--- config.mk ---
export PLATFORM = sky130hd
export DESIGN_NAME = snake_body_engine_flat
export DESIGN_NICKNAME = d
export VERILOG_FILES = /design/src/rtl/snake_body_engine_if.sv /design/src/rtl/snake_body_engine.sv /design/src/flat_wrapper.sv
export SDC_FILE = /design/constraint.sdc
export NUM_CORES = 1
export LEC_CHECK = 0
export ABC_AREA = 1
export ABC_CLOCK_PERIOD_IN_PS = 11000
export CAP_MARGIN = 25
export CORE_AREA = 4 4 151 124
export CTS_BUF_LIST = sky130_fd_sc_hd__clkbuf_2 sky130_fd_sc_hd__clkbuf_4 sky130_fd_sc_hd__clkbuf_8
export DETAILED_ROUTE_END_ITERATION = 10
export DIE_AREA = 0 0 155 128
export PLACE_DENSITY = 0.73
export SLEW_MARGIN = 10
export SYNTH_ARGS = -nofsm -noshare
export SYNTH_HDL_FRONTEND = slang
export SYNTH_SLANG_ARGS = --single-unit
--- constraint.sdc ---
create_clock -name clk -period 11 [get_ports clk]
set_input_delay 2.2 -clock clk [delete_from_list [all_inputs] [get_ports clk]]
set_output_delay 2.2 -clock clk [all_outputs]
set_load 0.02 [all_outputs]
--- src/rtl/snake_body_engine_if.sv ---
// Step handshake between the game-tick/input logic (master) and one
// snake_body_engine (slave). A step transfers when step_valid && step_ready.
//   step_valid : master has a step to apply
//   step_ready : engine is idle and no collision flag is set
//   step_dir   : NONE=0 UP=1 RIGHT=2 DOWN=3 LEFT=4, 5..7 read as NONE
//   step_grow  : grow by one cell on this step
interface snake_body_engine_if;
  logic       step_valid;
  logic       step_ready;
  logic [2:0] step_dir;
  logic       step_grow;

  modport master (output step_valid, step_dir, step_grow, input step_ready);
  modport slave  (input step_valid, step_dir, step_grow, output step_ready);
endinterface

--- src/rtl/snake_body_engine.sv ---
// Per-snake movement engine: the body is a ring of segment directions
// (tail towards head) plus registered head and tail coordinates.
// Each accepted step resolves the direction, advances the head (wall or
// wrap), walks the body one cell per cycle looking for a self-hit, then
// commits the move/growth and pulses done.
// Ports:
//   clk, rst_n        clock, asynchronous active-low reset
//   init              synchronous restart, overrides everything
//   step              step handshake (slave modport)
//   head_x/head_y     head cell,  tail_x/tail_y tail cell
//   length            length in cells, cur_dir last applied direction
//   done              one-cycle pulse when a step completes
//   hit_wall/hit_self sticky collision flags
//   rd_idx -> rd_dir  combinational segment read relative to the tail
module snake_body_engine #(
  parameter int MAX_LEN   = 15,
  parameter int LEN_W     = 4,
  parameter int MAP_W     = 64,
  parameter int X_W       = 6,
  parameter int MAP_H     = 48,
  parameter int Y_W       = 6,
  parameter int START_LEN = 3,
  parameter int START_X   = 61,
  parameter int START_Y   = 43,
  parameter int WRAP      = 0
) (
  input  logic               clk,
  input  logic               rst_n,
  input  logic               init,
  snake_body_engine_if.slave step,
  output logic [X_W-1:0]     head_x,
  output logic [Y_W-1:0]     head_y,
  output logic [X_W-1:0]     tail_x,
  output logic [Y_W-1:0]     tail_y,
  output logic [LEN_W-1:0]   length,
  output logic [2:0]         cur_dir,
  output logic               done,
  output logic               hit_wall,
  output logic               hit_self,
  input  logic [LEN_W-1:0]   rd_idx,
  output logic [2:0]         rd_dir
);

  localparam int DEPTH = MAX_LEN - 1;

  localparam logic [2:0] DIR_NONE  = 3'd0;
  localparam logic [2:0] DIR_UP    = 3'd1;
  localparam logic [2:0] DIR_RIGHT = 3'd2;
  localparam logic [2:0] DIR_DOWN  = 3'd3;
  localparam logic [2:0] DIR_LEFT  = 3'd4;

  typedef enum logic [1:0] {IDLE, CALC, CHECK, COMMIT} state_t;

  typedef struct packed {
    logic [X_W-1:0] x;
    logic [Y_W-1:0] y;
  } xy_t;

  state_t             state, state_nx;
  logic [2:0]         ring [DEPTH];
  logic [LEN_W-1:0]   tail_ptr;
  logic [LEN_W-1:0]   cnt;
  logic [2:0]         cap_dir, res_dir, res_dir_c;
  logic               cap_grow, grow_eff;
  logic [X_W-1:0]     new_x, cur_x;
  logic [Y_W-1:0]     new_y, cur_y;
  logic               pend_wall, pend_self;
  logic               calc_wall, ready;
  xy_t                calc_xy, cur_xy, tail_xy;

  // Neighbour cell in direction d, wrapping at the map edges.
  function automatic xy_t step_xy(input logic [X_W-1:0] x, input logic [Y_W-1:0] y,
                                  input logic [2:0] d);
    xy_t r;
    r.x = x;
    r.y = y;
    case (d)
      DIR_UP:    r.y = (y == '0) ? Y_W'(MAP_H - 1) : y - Y_W'(1);
      DIR_DOWN:  r.y = (int'(y) >= MAP_H - 1) ? '0 : y + Y_W'(1);
      DIR_RIGHT: r.x = (int'(x) >= MAP_W - 1) ? '0 : x + X_W'(1);
      DIR_LEFT:  r.x = (x == '0) ? X_W'(MAP_W - 1) : x - X_W'(1);
      default: ;
    endcase
    return r;
  endfunction

  function automatic logic at_edge(input logic [X_W-1:0] x, input logic [Y_W-1:0] y,
                                   input logic [2:0] d);
    logic e;
    e = 1'b0;
    case (d)
      DIR_UP:    e = (y == '0);
      DIR_DOWN:  e = (int'(y) >= MAP_H - 1);
      DIR_RIGHT: e = (int'(x) >= MAP_W - 1);
      DIR_LEFT:  e = (x == '0);
      default: ;
    endcase
    return e;
  endfunction

  // base + off modulo DEPTH; both operands keep the sum below 2*DEPTH.
  function automatic logic [LEN_W-1:0] ring_idx(input logic [LEN_W-1:0] base,
                                                input logic [LEN_W-1:0] off);
    logic [LEN_W:0] s;
    s = {1'b0, base} + {1'b0, off};
    if (int'(s) >= DEPTH) s = s - (LEN_W+1)'(DEPTH);
    return s[LEN_W-1:0];
  endfunction

  function automatic logic [2:0] resolve(input logic [2:0] d, input logic [2:0] c);
    logic [2:0] r;
    r = d;
    if (d == DIR_NONE || d > DIR_LEFT) r = c;
    else if ((d == DIR_UP    && c == DIR_DOWN)  || (d == DIR_DOWN  && c == DIR_UP) ||
             (d == DIR_RIGHT && c == DIR_LEFT)  || (d == DIR_LEFT  && c == DIR_RIGHT))
      r = c;
    return r;
  endfunction

  assign ready           = (state == IDLE) && !hit_wall && !hit_self;
  assign step.step_ready = ready;

  assign res_dir_c = resolve(cap_dir, cur_dir);
  assign calc_xy   = step_xy(head_x, head_y, res_dir_c);
  assign calc_wall = (WRAP == 0) && at_edge(head_x, head_y, res_dir_c);
  assign cur_xy    = step_xy(cur_x, cur_y, ring[ring_idx(tail_ptr, cnt)]);
  assign tail_xy   = step_xy(tail_x, tail_y, ring[tail_ptr]);

  always_comb begin
    rd_dir = DIR_NONE;
    if (rd_idx < length - LEN_W'(1)) rd_dir = ring[ring_idx(tail_ptr, rd_idx)];
  end

  always_ff @(posedge clk or negedge rst_n) begin
    if (!rst_n) state <= IDLE;
    else        state <= state_nx;
  end

  always_comb begin
    state_nx = state;
    case (state)
      IDLE:   if (step.step_valid && ready) state_nx = CALC;
      CALC:   state_nx = calc_wall ? COMMIT : CHECK;
      CHECK:  if (cnt == length - LEN_W'(1)) state_nx = COMMIT;
      COMMIT: state_nx = IDLE;
      default: state_nx = IDLE;
    endcase
    if (init) state_nx = IDLE;
  end

  always_ff @(posedge clk or negedge rst_n) begin
    if (!rst_n) begin
      head_x <= X_W'(START_X);  head_y <= Y_W'(START_Y);
      tail_x <= X_W'(START_X);  tail_y <= Y_W'(START_Y + START_LEN - 1);
      length <= LEN_W'(START_LEN);
      cur_dir <= DIR_UP;  ring <= '{default: DIR_UP};  tail_ptr <= '0;
      done <= 1'b0;  hit_wall <= 1'b0;  hit_self <= 1'b0;
      cap_dir <= DIR_NONE;  cap_grow <= 1'b0;  res_dir <= DIR_UP;  grow_eff <= 1'b0;
      new_x <= '0;  new_y <= '0;  cur_x <= '0;  cur_y <= '0;  cnt <= '0;
      pend_wall <= 1'b0;  pend_self <= 1'b0;
    end else if (init) begin
      head_x <= X_W'(START_X);  head_y <= Y_W'(START_Y);
      tail_x <= X_W'(START_X);  tail_y <= Y_W'(START_Y + START_LEN - 1);
      length <= LEN_W'(START_LEN);
      cur_dir <= DIR_UP;  ring <= '{default: DIR_UP};  tail_ptr <= '0;
      done <= 1'b0;  hit_wall <= 1'b0;  hit_self <= 1'b0;
      pend_wall <= 1'b0;  pend_self <= 1'b0;  cnt <= '0;
    end else begin
      done <= 1'b0;
      case (state)
        IDLE: if (step.step_valid && ready) begin
          cap_dir  <= step.step_dir;
          cap_grow <= step.step_grow;
        end
        CALC: begin
          res_dir   <= res_dir_c;
          new_x     <= calc_xy.x;
          new_y     <= calc_xy.y;
          grow_eff  <= cap_grow && (int'(length) < MAX_LEN);
          pend_wall <= calc_wall;
          pend_self <= 1'b0;
          cnt       <= '0;
          cur_x     <= tail_x;
          cur_y     <= tail_y;
        end
        CHECK: begin
          // Cell 0 is the tail, which vacates on a plain move.
          if (cur_x == new_x && cur_y == new_y && (cnt != '0 || grow_eff))
            pend_self <= 1'b1;
          cur_x <= cur_xy.x;
          cur_y <= cur_xy.y;
          cnt   <= cnt + LEN_W'(1);
        end
        COMMIT: begin
          done <= 1'b1;
          if (pend_wall) hit_wall <= 1'b1;
          else if (pend_self) hit_self <= 1'b1;
          else begin
            // At full length the write slot equals the tail slot; the tail
            // move below still sees the old segment.
            ring[ring_idx(tail_ptr, length - LEN_W'(1))] <= res_dir;
            head_x  <= new_x;
            head_y  <= new_y;
            cur_dir <= res_dir;
            if (grow_eff) length <= length + LEN_W'(1);
            else begin
              tail_x   <= tail_xy.x;
              tail_y   <= tail_xy.y;
              tail_ptr <= ring_idx(tail_ptr, LEN_W'(1));
            end
          end
        end
        default: ;
      endcase
    end
  end

endmodule

--- src/flat_wrapper.sv ---
// flat-port wrapper written by rule: the top's interface ports become plain ports
module snake_body_engine_flat 
#(
  parameter int MAX_LEN   = 15,
  parameter int LEN_W     = 4,
  parameter int MAP_W     = 64,
  parameter int X_W       = 6,
  parameter int MAP_H     = 48,
  parameter int Y_W       = 6,
  parameter int START_LEN = 3,
  parameter int START_X   = 61,
  parameter int START_Y   = 43,
  parameter int WRAP      = 0
)
  (clk, rst_n, init, head_x, head_y, tail_x, tail_y, length, cur_dir, done, hit_wall, hit_self, rd_idx, rd_dir, step_step_valid, step_step_dir, step_step_grow, step_step_ready);
  snake_body_engine_if step_i ();
  input  logic clk;
  input  logic rst_n;
  input  logic init;
  output logic [X_W-1:0] head_x;
  output logic [Y_W-1:0] head_y;
  output logic [X_W-1:0] tail_x;
  output logic [Y_W-1:0] tail_y;
  output logic [LEN_W-1:0] length;
  output logic [2:0] cur_dir;
  output logic done;
  output logic hit_wall;
  output logic hit_self;
  input  logic [LEN_W-1:0] rd_idx;
  output logic [2:0] rd_dir;
  input wire logic [$bits(step_i.step_valid)-1:0] step_step_valid;
  input wire logic [$bits(step_i.step_dir)-1:0] step_step_dir;
  input wire logic [$bits(step_i.step_grow)-1:0] step_step_grow;
  output wire logic [$bits(step_i.step_ready)-1:0] step_step_ready;
  assign step_i.step_valid = step_step_valid;
  assign step_i.step_dir = step_step_dir;
  assign step_i.step_grow = step_step_grow;
  assign step_step_ready = step_i.step_ready;
  snake_body_engine #(.MAX_LEN(MAX_LEN), .LEN_W(LEN_W), .MAP_W(MAP_W), .X_W(X_W), .MAP_H(MAP_H), .Y_W(Y_W), .START_LEN(START_LEN), .START_X(START_X), .START_Y(START_Y), .WRAP(WRAP)) u_core (.clk(clk), .rst_n(rst_n), .init(init), .step(step_i), .head_x(head_x), .head_y(head_y), .tail_x(tail_x), .tail_y(tail_y), .length(length), .cur_dir(cur_dir), .done(done), .hit_wall(hit_wall), .hit_self(hit_self), .rd_idx(rd_idx), .rd_dir(rd_dir));
endmodule
==> results_dict.tcl <==
set metrics [dict create \
    antenna_found_initial 0 \
    dp_slack_ns 2.74 \
    track_usage_pct 28.1 \
    fp.dieH_um 128 \
    min_path_cells 2 \
    firstDrtPassIters 5 \
    cpMaxStageDelayCell "clkdlybuf4s50_1" \
    swShare_pct 48.0 \
    clockBufferDepth 2 \
    seq_area_frac_synth_pct 32.9 \
    grt_pass1_wl_mm 44.6 \
    ios 50 \
    synth_nets 1385 \
    min_to "u_core.res_dir[1]" \
    finClkSkew_ns 0.0158 \
    drive_above_1_share_pct 8.38 \
    syn_area_um2 9280 \
    row_count 43 \
    insertion_delay_ns 0.46 \
    r2r_end "u_core.ring[3]" \
    post_cts_buffers 0 \
    clock-sinks 120 \
    dp.final_hpwl_mm 20.2 \
    synth-seq-cells 120 \
    crit_type "input pin to output port" \
    worstPathArrival_ns 6.11 \
    vdd_drop_max_mv 0.0997 \
    clk_pin_slew_worst_paths_ns 0.08 \
    area_growth_pct 12.6 \
    core_area_um2 17200 \
    rsz0062_at_grt "no" \
    fmax_mhz 120 \
    nNetsFinal 1422 \
    status "finished, final reports clean" \
    startpoint_type "input pin" \
    routedWlPerCell_um 17.3 \
    layout_commonest_cell "nand2_1" \
    nFillCells 1616 \
    combPwrFrac_pct 51.1 \
    power.internal_mw 1.19 \
    grt_max_degree 78 \
    ys_async_sr_fraction_pct 100 \
    reg2reg_depth 14 \
    viasPerCell 5.90 \
    finalCritPeriodShare_pct 75.5 \
    min_from "u_core.res_dir[1]" \
    critPathMaxStageDelay_ns 0.61 \
    die-area_um2 19800 \
    hold_viol 0 \
    power_frac_clock_pct 19.3 \
    finalWirelength_mm 27.7 \
    grt_pass1_vias 8509 \
    p_sw_mw 1.10 \
    synth_cells 1323 \
    timing.final.ws_setup_ns 2.69 \
    synth-edff-count 0 \
    period_minus_slack_ns 8.31 \
    ys.flop_type "dfrtp_1" \
    remaining_drc_errors 0 \
    yosysUniqueCellTypes 51 \
    critPathMostFrequentCell "nand2_1" \
    root_buffer "clkbuf_8" \
    pwr_density_cell_nw_per_um2 219 \
    diodes 0 \
    cap_violations 0 \
    cts_hold_buffers 0 \
    cts_tree "yes" \
    drtIter0Drc 1267 \
    vias 9424 \
    tightest_slew_ns 0.915 \
    start_util_pct 54.0 \
    cp-end-kind "output port" \
    min_path_type "flip-flop to flip-flop" \
    r2r_start "u_core.tail_ptr[1]" \
    seq_power_share_pct 29.6 \
    crit_chain "clkdlybuf4s50_1 > ha_1 > fa_1 > xnor2_1 > inv_1 > ha_1 > o21ai_0 > nand2_1 > inv_1 > nand2_1 > nand2_1 > clkinv_1 > o21ai_0 > o22ai_1 > nand2_1 > nand2_1 > a21oi_1 > clkdlybuf4s50_1" \
    setup-tns-final_ns 0 \
    die_w_um 155 \
    cts_resized 0 \
    slew_headroom_pct 38.7 \
    cts-buffers-inserted 17 \
    ant_nets 0 \
    io_buffer_count 49 \
    crit_required_ns 8.80 \
    synth_area_per_cell_um2 7.01 \
    yosys_warnings 0 \
    reg2reg_slack_ns 6.59 \
    critical_path.max_fanout 12 \
    gp_congestion 1.01 \
    drv_slew 0 \
    most-common-layout-cells "259 x nand2_1, 182 x inv_1, 152 x o21ai_0" \
    finalSetupViolCount 0 \
    grt_overflow 0 \
    power.leakage_nw 4.85 \
    htreeDepth 4 \
]
-- power groups by stage --
stage	logic, mW	clock network [mW]	registers [mW]
floorplan	0.825	0	0.649
global placement	1.10	0	0.675
detailed placement	1.12	0	0.677
CTS	1.13	0.445	0.670
global route	1.31	0.467	0.689
finish	1.17	0.442	0.677
-- cell usage after synthesis (all sizes together), types with 6 or more instances --
cell type / count / share of area, %
a21oi: 95 / 5.2
a22oi: 9 / 0.73
a31oi: 6 / 0.40
clkbuf: 34 / 1.4
dfrtp: 84 / 23
dfstp: 36 / 10
ha: 47 / 6.3
inv: 188 / 7.6
nand2: 273 / 12
nand3: 98 / 6.0
nand4: 18 / 1.2
nor2: 111 / 4.5
nor3: 14 / 0.76
o211ai: 13 / 1.1
o21ai: 162 / 9.0
o221ai: 6 / 0.57
o22ai: 43 / 2.9
xnor2: 10 / 0.94
xor2: 20 / 1.9
-- through the flow --
step	hold slack (ns)	instance area [um^2]	std cells	total power [mW]	util (%)
after detailed placement	0.475	9930	1563	1.79	57.9
after CTS	0.494	10400	1595	2.24	60.4
after floorplan	0.453	9280	1323	1.47	-
after global routing	0.522	10400	1598	2.46	60.9
final	0.492	10400	1598	2.29	60.9
after global placement	0.469	9930	1563	1.78	57.9
-- how the worst max path moves through the flow --
stage	cells after the start	to	start
global placement	16	rd_dir[0]	rd_idx[0]
finish	18	rd_dir[0]	rd_idx[0]
floorplan	14	rd_dir[0]	rd_idx[0]
CTS	18	rd_dir[0]	rd_idx[0]
detailed placement	18	rd_dir[0]	rd_idx[0]
global route	16	rd_dir[0]	rd_idx[0]
-- logic make-up (layout without fill, tap and decap cells) --
logic type / Yosys count / after routing / share of synthesized area [%]
simple gates: 528 / 528 / 25.3
compound gates: 363 / 363 / 22.5
buf+inv: 231 / 281 / 9.44
flops: 120 / 120 / 32.9
fa+ha+maj: 50 / 50 / 6.99
xor+xnor: 30 / 30 / 2.83
mux: 1 / 1 / 0.121
-- critical path, delay by kind of cell --
kind | cells | cell delay, ns
xor+xnor | 1 | 0.26
fa+ha+maj | 3 | 0.86
compound gates | 4 | 0.64
buf+inv | 5 | 1.53
simple gates | 5 | 0.60
-- metal layers --
layer / vias to the layer above / wire length [um] / GRT usage, %
met2: 522 / 11000 / 37.6
li1: 4549 / - / -
met5: - / 0 / 0
met1: 4330 / 12800 / 43.4
met3: 23 / 3540 / 8.98
met4: 0 / 392 / 7.22
-- cell type report --
type                            count  area, um^2  share of cell area [%]
Multi-Input combinational cell    972        5360                    51.3
Clock buffer                       22         284                    2.72
Inverter                          192         723                    6.92
Timing Repair Buffer               57         608                    5.82
Sequential cell                   120        3050                    29.2
Tap cell                          225         282                    2.70
Clock inverter                     10         143                    1.37
-- sequential cells by signal, indices dropped and copies added, names as in the netlist, 2 cells and up --
register and count:
u_core.ring 42, u_core.cur_x 6, u_core.cur_y 6, u_core.head_x 6, u_core.head_y 6, u_core.new_x 6
u_core.new_y 6, u_core.tail_x 6, u_core.tail_y 6, u_core.cnt 4, u_core.length 4, u_core.tail_ptr 4
u_core.cap_dir 3, u_core.cur_dir 3, u_core.res_dir 3, u_core.state 2
No activity file was read; power rests on OpenSTA's default activity.
